<file path="src/rtl/ej32_pkg.sv">
// Shared eJ32 types: AU stack opcodes, stack-controller states and default stack depth.
package ej32_pkg;

    typedef enum logic [1:0] {
        sNOP  = 2'd0,
        sPUSH = 2'd1,
        sPOP  = 2'd2,
        sMOVE = 2'd3
    } stack_op;

    typedef enum logic {
        IDLE = 1'b0,
        FILL = 1'b1
    } ss_state_t;

    localparam int SS_DEPTH_DFLT = 32;

endpackage

</file>
<file path="src/rtl/ej32_ss_ctl.sv">
// eJ32 data-stack controller: caches NOS in s_r and spills deeper entries to an external EBR.
// Build option EJ32_SS_PREFETCH_EN caches entry cnt-2 as well, giving stall-free single-cycle POPs.
module ej32_ss_ctl
    import ej32_pkg::*;
#(
    parameter int SS_DEPTH = SS_DEPTH_DFLT,
    parameter int DSZ      = 32,
    parameter int ASZ      = $clog2(SS_DEPTH)
) (
    input  logic           clk,
    input  logic           rst,
    input  logic           en,
    input  logic [1:0]     op,
    input  logic [DSZ-1:0] t,
    output logic [DSZ-1:0] s_o,
    output logic           bsy_o,
    output logic [ASZ:0]   sp_o,
    output logic           ovf_o,
    output logic           udf_o,
    output logic [ASZ-1:0] mem_a,
    output logic           mem_we,
    output logic [DSZ-1:0] mem_d,
    input  logic [DSZ-1:0] mem_q
);

    localparam logic [ASZ:0] FULL  = (ASZ+1)'(SS_DEPTH);
    localparam logic [ASZ:0] ONE   = (ASZ+1)'(1);
    localparam logic [ASZ:0] TWO   = (ASZ+1)'(2);

    stack_op        op_e;
    logic [ASZ:0]   cnt;
    logic [DSZ-1:0] s_r;
    logic           ovf_r;
    logic           udf_r;
    logic           accept;

    assign op_e  = stack_op'(op);
    assign sp_o  = cnt;
    assign s_o   = s_r;
    assign ovf_o = ovf_r;
    assign udf_o = udf_r;
    assign mem_d = s_r;

`ifdef EJ32_SS_PREFETCH_EN

    localparam logic [ASZ:0] THREE = (ASZ+1)'(3);

    logic [DSZ-1:0] p_r;
    logic           p_v;
    logic           rd_pend;

    assign accept = en;
    assign bsy_o  = 1'b0;

    always_comb begin
        mem_we = 1'b0;
        mem_a  = '0;
        if (accept) begin
            case (op_e)
                sPUSH: if (cnt != '0 && cnt != FULL) begin
                    mem_we = 1'b1;
                    mem_a  = ASZ'(cnt - ONE);
                end
                sPOP:  if (cnt >= THREE)
                    mem_a = ASZ'(cnt - THREE);
                default: ;
            endcase
        end
    end

    // Later op assignments override the background capture of a completed read.
    always_ff @(posedge clk) begin
        if (!rst) begin
            cnt     <= '0;
            s_r     <= '0;
            p_r     <= '0;
            p_v     <= 1'b0;
            rd_pend <= 1'b0;
            ovf_r   <= 1'b0;
            udf_r   <= 1'b0;
        end else begin
            if (rd_pend) begin
                rd_pend <= 1'b0;
                if (!p_v) begin
                    p_r <= mem_q;
                    p_v <= 1'b1;
                end
            end
            if (accept) begin
                case (op_e)
                    sPUSH: begin
                        if (cnt == FULL) begin
                            ovf_r <= 1'b1;
                        end else begin
                            s_r     <= t;
                            cnt     <= cnt + ONE;
                            p_r     <= s_r;
                            p_v     <= (cnt != '0);
                            rd_pend <= 1'b0;
                        end
                    end
                    sPOP: begin
                        if (cnt >= TWO) begin
                            s_r     <= p_v ? p_r : mem_q;
                            cnt     <= cnt - ONE;
                            p_v     <= 1'b0;
                            rd_pend <= (cnt >= THREE);
                        end else if (cnt == ONE) begin
                            s_r     <= '0;
                            cnt     <= '0;
                            p_v     <= 1'b0;
                            rd_pend <= 1'b0;
                        end else begin
                            udf_r <= 1'b1;
                        end
                    end
                    sMOVE: begin
                        if (cnt == '0)
                            udf_r <= 1'b1;
                        else
                            s_r <= t;
                    end
                    default: ;
                endcase
            end
        end
    end

`else

    ss_state_t state;

    assign accept = en && (state == IDLE);
    assign bsy_o  = (state == FILL);

    always_comb begin
        mem_we = 1'b0;
        mem_a  = '0;
        if (accept) begin
            case (op_e)
                sPUSH: if (cnt != '0 && cnt != FULL) begin
                    mem_we = 1'b1;
                    mem_a  = ASZ'(cnt - ONE);
                end
                sPOP:  if (cnt >= TWO)
                    mem_a = ASZ'(cnt - TWO);
                default: ;
            endcase
        end
    end

    always_ff @(posedge clk) begin
        if (!rst) begin
            state <= IDLE;
            cnt   <= '0;
            s_r   <= '0;
            ovf_r <= 1'b0;
            udf_r <= 1'b0;
        end else begin
            case (state)
                IDLE: if (en) begin
                    case (op_e)
                        sPUSH: begin
                            if (cnt == FULL) begin
                                ovf_r <= 1'b1;
                            end else begin
                                s_r <= t;
                                cnt <= cnt + ONE;
                            end
                        end
                        sPOP: begin
                            if (cnt >= TWO) begin
                                cnt   <= cnt - ONE;
                                state <= FILL;
                            end else if (cnt == ONE) begin
                                cnt <= '0;
                                s_r <= '0;
                            end else begin
                                udf_r <= 1'b1;
                            end
                        end
                        sMOVE: begin
                            if (cnt == '0)
                                udf_r <= 1'b1;
                            else
                                s_r <= t;
                        end
                        default: ;
                    endcase
                end
                // Refill completes even with en low; read data was addressed in the accepting cycle.
                FILL: begin
                    s_r   <= mem_q;
                    state <= IDLE;
                end
                default: state <= IDLE;
            endcase
        end
    end

`endif

endmodule

</file>
<file path="config.mk">
export PLATFORM = sky130hd
export DESIGN_NAME = ej32_ss_ctl
export DESIGN_NICKNAME = d
export VERILOG_FILES = /design/src/rtl/ej32_pkg.sv /design/src/rtl/ej32_ss_ctl.sv
export SDC_FILE = /design/constraint.sdc
export NUM_CORES = 1
export LEC_CHECK = 0
export CAP_MARGIN = 0
export CORE_MARGIN = 2
export CORE_UTILIZATION = 33
export DETAILED_ROUTE_END_ITERATION = 7
export HOLD_SLACK_MARGIN = 0.12
export PLACE_DENSITY_LB_ADDON = 0.15
export SYNTH_ARGS = -nofsm -noshare
export SYNTH_HDL_FRONTEND = slang
export SYNTH_SLANG_ARGS = --single-unit
</file>
<file path="constraint.sdc">
create_clock -name clk -period 2.23 [get_ports clk]
set_input_delay 0.5575 -clock clk [delete_from_list [all_inputs] [get_ports clk]]
set_output_delay 0.5575 -clock clk [all_outputs]
set_load 0.01 [all_outputs]
</file>
# [Yosys cells after proc, flatten, opt, wreduce, memory -nomap -nowiden]
# Index checks and enable logic that the tools add are counted.
[word_totals] register_bits=41 in_bits=69 output_inout_bits=79 wordCells=63
[op_classes] add_sub_neg=3 n_lt_le_gt_ge=1 n_eq_ne=17 mux=26 bitwise_logic=1 n_reduce_logical=10
[op_table] cell="32-bit two-way mux" n=5
[op_table] cell="32-bit one-hot mux with 3 select lines" n=1
[op_table] cell="32-bit one-hot mux with 2 select lines" n=1
[op_table] cell="6-bit two-way mux" n=3
[op_table] cell="5-bit two-way mux" n=3
[op_table] cell="3-bit inequality test, second input constant" n=5
[op_table] cell="6-bit one-hot mux with 2 select lines" n=1
[op_table] cell="6-bit AND reduction" n=2
[op_table] cell="2-bit inequality test, second input constant" n=5
[op_table] cell="5-bit one-hot mux with 2 select lines" n=1
[op_table] cell="1-bit two-way mux" n=9
[op_table] cell="6-bit by 1-bit adder with 6-bit output, second input constant" n=1
[op_table] cell="6-bit by 1-bit equality test with 1-bit output, second input constant" n=1
[op_table] cell="6-bit equality test, second input constant" n=1
[op_table] cell="6-bit by 2-bit >= comparator with 1-bit output, second input constant" n=1
[op_table] cell="6-bit logical NOT" n=1
[op_table] cell="6-bit inequality test, second input constant" n=1
[op_table] cell="6-bit nonzero test" n=1
[op_table] cell="6-bit by 1-bit subtractor with 6-bit output, second input constant" n=1
[op_table] cell="5-bit AND reduction" n=1
[op_table] cell="5-bit by 2-bit subtractor with 5-bit output, second input constant" n=1
[op_table] cell="2-bit equality test, second input constant" n=2
[op_table] cell="4-bit by 1-bit inequality test with 1-bit output, second input constant" n=1
[op_table] cell="1-bit one-hot mux with 2 select lines" n=2
[op_table] cell="5 further kinds" n=7

# [Logic depth before layout (Yosys ltp)]
# Gate-level depths: netlist of the first run.
[depth] word_depth=6 ltp_mapped=9

# [Least setup slack after synthesis of the first run]
# No wires, ideal clock.
[synth_timing] path_type="input port to output port" from="input op[0]" to="output mem_a[3]" arrival_ns=1.867 required_ns=1.673 slack_ns=-0.195 stages=7 path_cell_list="inv_1 ha_1 clkbuf_1 clkbuf_1 o21ai_2 o221ai_1 o311a_1"
[synth_between] elab_chain_cells=3 word_cells_on_any_way=4
[synth_lines] element="from (decl)" line_no="ej32_ss_ctl.sv:13" rtl="input logic [1:0] op,"
[synth_lines] element="2-bit equality test / 2-bit by 1-bit equality test with 1-bit output (equally long branches)" line_no="ej32_ss_ctl.sv:140" rtl="case (op_e)"
[synth_lines] element="5-bit one-hot mux with 2 select lines (*)" line_no="ej32_ss_ctl.sv:140"
[synth_lines] element="5-bit two-way mux (*)" line_no="ej32_ss_ctl.sv:139" rtl="if (accept) begin"
[synth_lines] element="to (decl)" line_no="ej32_ss_ctl.sv:20" rtl="output logic [ASZ-1:0] mem_a,"
# Mark *: on every way between the ends. The rest lies on a longest branch, timed or not.

# [Worst setup path in the final report of the first run]
[layout_timing] from="register cnt[2] (netlist: sp_o[2])" to="output mem_a[3]"
[layout_between] elab_chain_cells=5 word_cells_on_any_way=10
[layout_lines] element="from (decl)" line_no="ej32_ss_ctl.sv:31" rtl="logic [ASZ:0] cnt;"
[layout_lines] element="from (signal assigned)" line_no="ej32_ss_ctl.sv:168" rtl="cnt <= cnt + ONE;"
[layout_lines] element="from (signal assigned)" line_no="ej32_ss_ctl.sv:173" rtl="cnt <= cnt - ONE;"
[layout_lines] element="parallel branches: the longest is 3 deep, another holds 6-bit by 1-bit subtractor with 6-bit output"
[layout_lines] element="5-bit one-hot mux with 2 select lines (*)" line_no="ej32_ss_ctl.sv:140"
[layout_lines] element="5-bit two-way mux (*)" line_no="ej32_ss_ctl.sv:139"
# Mark *: on every way between the ends.

==> results of run 1 <==
## state kept, by name, indices dropped and copies added, names as in the netlist
| name | cells |
|---|---|
| sp_o | 6 |
| bsy_o | 1 |
| ovf_o | 1 |
| mem_d | 32 |
| udf_o | 1 |
## stage by stage
| stage | utilization | setup WS, ns | instance area [µm²] | std cells | hold slack [ns] |
|---|---|---|---|---|---|
| finish | 0.626 | -0.0851 | 4280 | 516 | 0.483 |
| global route | 0.626 | -0.188 | 4280 | 516 | 0.507 |
| CTS | 0.620 | -0.152 | 4240 | 513 | 0.494 |
| detailed placement | 0.578 | -0.787 | 3950 | 496 | 0.476 |
| global placement | 0.578 | -0.763 | 3950 | 496 | 0.462 |
| floorplan | - | 0.00276 | 2360 | 262 | 0.505 |
## path summary, 6_finish.rpt
check                              from  endpoint  slack (ns)  cells after the start
worst min register to register    udf_o     udf_o        0.48                      2
worst min-delay path              udf_o     udf_o        0.48                      2
worst max-delay path            sp_o[2]  mem_a[3]       -0.09                      7
worst max register to register  sp_o[4]  mem_d[5]        0.08                     10
## critical path, delay by kind of cell (launching register included)
kind                       cells  cell delay, ns
AOI/OAI and AO/OA              2            0.46
adders and majority gates      1            0.21
buffers and inverters          3            0.33
DFF                            1            0.35
and+or+nand+nor                1            0.14
## per-layer routing
layer	vias to the layer above	global-route usage	wire length, µm
met2	103	0.360	4240
met3	6	0.0401	556
met5	-	0	0
li1	1260	-	-
met4	0	0.0317	45
met1	1221	0.249	3360
## cells by family (layout without fill, tap and decap cells)
| group | after synthesis | after routing | synth area share |
|---|---|---|---|
| simple gates | 79 | 79 | 0.163 |
| compound gates | 63 | 63 | 0.239 |
| buf+inv | 61 | 219 | 0.164 |
| flops | 41 | 41 | 0.349 |
| fa+ha+maj | 11 | 11 | 0.0584 |
| xor+xnor | 5 | 5 | 0.0186 |
| mux | 2 | 2 | 0.00903 |
## cells in the final DEF, fill, tap and decap left out, drive strengths merged, types with 2 or more instances in the layout
cell             n
clkdlybuf4s50  139
buf             63
nor2            45
dfxtp           41
a222oi          32
ha              11
inv              9
clkbuf           6
o22ai            6
nor3             6
nand2            5
xnor2            5
o21ai            5
a31oi            4
nand3            4
a21oi            4
and2             3
nand2b           3
or3              3
nor2b            2
o31ai            2
a211oi           2
nor3b            2
## final cells by class
cell class                 count  share of cell area
timing repair buffer         203               0.449
multi-input combinational    160               0.301
sequential                    41               0.193
tap                           96              0.0281
clock buffer                   6              0.0193
inverter                       9             0.00790
clock inverter                 1             0.00176
## repair_timing
action                                  4_1_cts  5_1_grt
gates resized for setup                      47       14
setup buffers                                 8        3
endpoints found under the setup margin       44       25
cloned                                        2        1
pin swaps                                    15       12
## power groups by stage
stage | Combinational [µW] | Sequential (µW) | Clock, µW
CTS | 802 | 808 | 513
floorplan | 325 | 843 | 0
finish | 821 | 808 | 495
global route | 885 | 814 | 551
global placement | 731 | 822 | 0
detailed placement | 735 | 823 | 0
==> flow_summary.ini, run 1 <==
[drt]
drtPass1Iterations = 6
ant_nets = 0
routedWlPerCell_um = 15.9
post-route-drc-count = 0
vias = 2590
routed_wirelength_um = 8200
vias_per_cell = 5.02
detailedRoute.firstIterationViolations = 175

[critical_path]
timing.setup.critical_path_class = reg -> out
cp_max_fo = 5
setup.worst_path.start_class = flip-flop
worstSetupEndpointType = primary output
timing.critical_path.slowest_cell_delay_ns = 0.35
cp_slowest_cell = sky130_fd_sc_hd__dfxtp_2
worst-endpoint-arrival_ns = 1.76
required_ns = 1.67
list_of_cells_traversed_by_the_critical_path = buf_6 -> inv_1 -> ha_1 -> a21boi_2 -> nor2b_1 -> o311a_1 -> buf_2

[clock_tree]
tritoncts.num_buffers = 5
clk_latency_ns = 0.29
hold_fix_buffers_cts = 0
clock_path_buffers = 2
tritoncts = built
cts-root-buf = sky130_fd_sc_hd__clkbuf_8
ctsHtreeMaxLevel = 2
clk_pin_slew_worst_paths_ns = 0.08
cts_sinks = 41

[yosys]
dominantRegCellSynth = sky130_fd_sc_hd__dfxtp_1
syn-cell-area_mm2 = 0.00235
post_synthesis_async_set_or_reset_flop_share = 0
synth_area_leader_cell = sky130_fd_sc_hd__dfxtp_1
synth_seq_area_share = 0.349
syn_inst = 262
synth_most_common_cell = sky130_fd_sc_hd__nor2_1
synth.lib_cells_used.distinct = 45
yosys-top-cells-count = sky130_fd_sc_hd__nor2_1, sky130_fd_sc_hd__dfxtp_1, sky130_fd_sc_hd__a222oi_1, sky130_fd_sc_hd__buf_4, sky130_fd_sc_hd__ha_1
synth_edf_count = 0
synthesized_flop_and_latch_total = 41
syn-num-nets = 342
syn_avg_cell_area_um2 = 8.99
ys.warnings.count = 0
post_synth_main_area_contributors = sky130_fd_sc_hd__dfxtp_1, sky130_fd_sc_hd__a222oi_1, sky130_fd_sc_hd__buf_4
yosys.area.top_type_share = 0.349

[timing]
highest_clock_rate_mhz = 432
final_min_period_over_clock_period = 1.04
timing.setup.tns_ns = -0.259
skew_ns = 0.00430
layout_min_cycle_time_ns = 2.32
setup_viol_count_final = 4
finalMaxSlewViolations = 0
worstMarginPinSlew_ns = 0.344
rsz0062_at_grt = yes
timing.slew.headroom = 0.768
report.final.hold_viol_count = 0
post-route-worst-setup-slack_ns = -0.0851

[final_layout]
final_nets = 500
multiInputGateArea_mm2 = 0.00129
antennaDiodeCount = 0
final_layout_size_suffix_gt1_frac = 0.238
area_growth_syn_to_layout_pct = 81.6
n_fill_cell = 623
final-seq-area_um2 = 825

[global_route]
grt_max_degree = 30
grt_pass1_vias = 2417
global_route_usage_over_all_layers = 0.199
antenna_found_initial = 0
wire_length_of_the_first_global_routing_pass_um = 12200
grt_remaining_overflow = 0

[power]
power.leakage_uw = 0.00168
p_sw_uw = 621
p_per_area_mw_per_mm2 = 497
power.switching_fraction = 0.292
ir_drop_mv = 0.391
p_int_uw = 1500
power_uw = 2120
power_frac_seq = 0.380
comb_power_share = 0.387
clock_group_share_of_total_power = 0.233

[floorplanning]
placement_rows = 30
die_width_um = 88.5
die_area_mm2 = 0.00783
die_y_um = 88.5
initial_utilization = 0.345
placeableCoreArea_mm2 = 0.00683
floorplan.io_pins = 148

[outcome]
outcome = finished, violations left
failing_checks = negative setup slack

[placement]
dpl.hpwl_um = 5960
io_buffer_count = 147
routabilityCongestion = 0.921

[hold_path]
hold_class = reg -> reg

[run]
max-cap-violations = 0
Power figures use the tool's default switching activity.
==> inputs of run 2 (changes only) <==
--- a/config.mk
+++ b/config.mk
@@ -8,8 +8,9 @@
 export CAP_MARGIN = 0
 export CORE_MARGIN = 2
 export CORE_UTILIZATION = 33
+export CTS_CLUSTER_DIAMETER = 200
 export DETAILED_ROUTE_END_ITERATION = 7
-export HOLD_SLACK_MARGIN = 0.12
+export HOLD_SLACK_MARGIN = 0.1
 export PLACE_DENSITY_LB_ADDON = 0.15
 export SYNTH_ARGS = -nofsm -noshare
 export SYNTH_HDL_FRONTEND = slang
==> results of run 2 <==
No change in the layout: final DEF, timing and power equal those of run 1.
==> inputs of run 3 (changes only) <==
--- a/config.mk
+++ b/config.mk
@@ -9,6 +9,7 @@
 export CORE_MARGIN = 2
 export CORE_UTILIZATION = 33
 export CTS_CLUSTER_DIAMETER = 200
+export CTS_CLUSTER_SIZE = 20
 export DETAILED_ROUTE_END_ITERATION = 7
 export HOLD_SLACK_MARGIN = 0.1
 export PLACE_DENSITY_LB_ADDON = 0.15
==> results of run 3 <==
No change in the layout: final DEF, timing and power equal those of run 1.
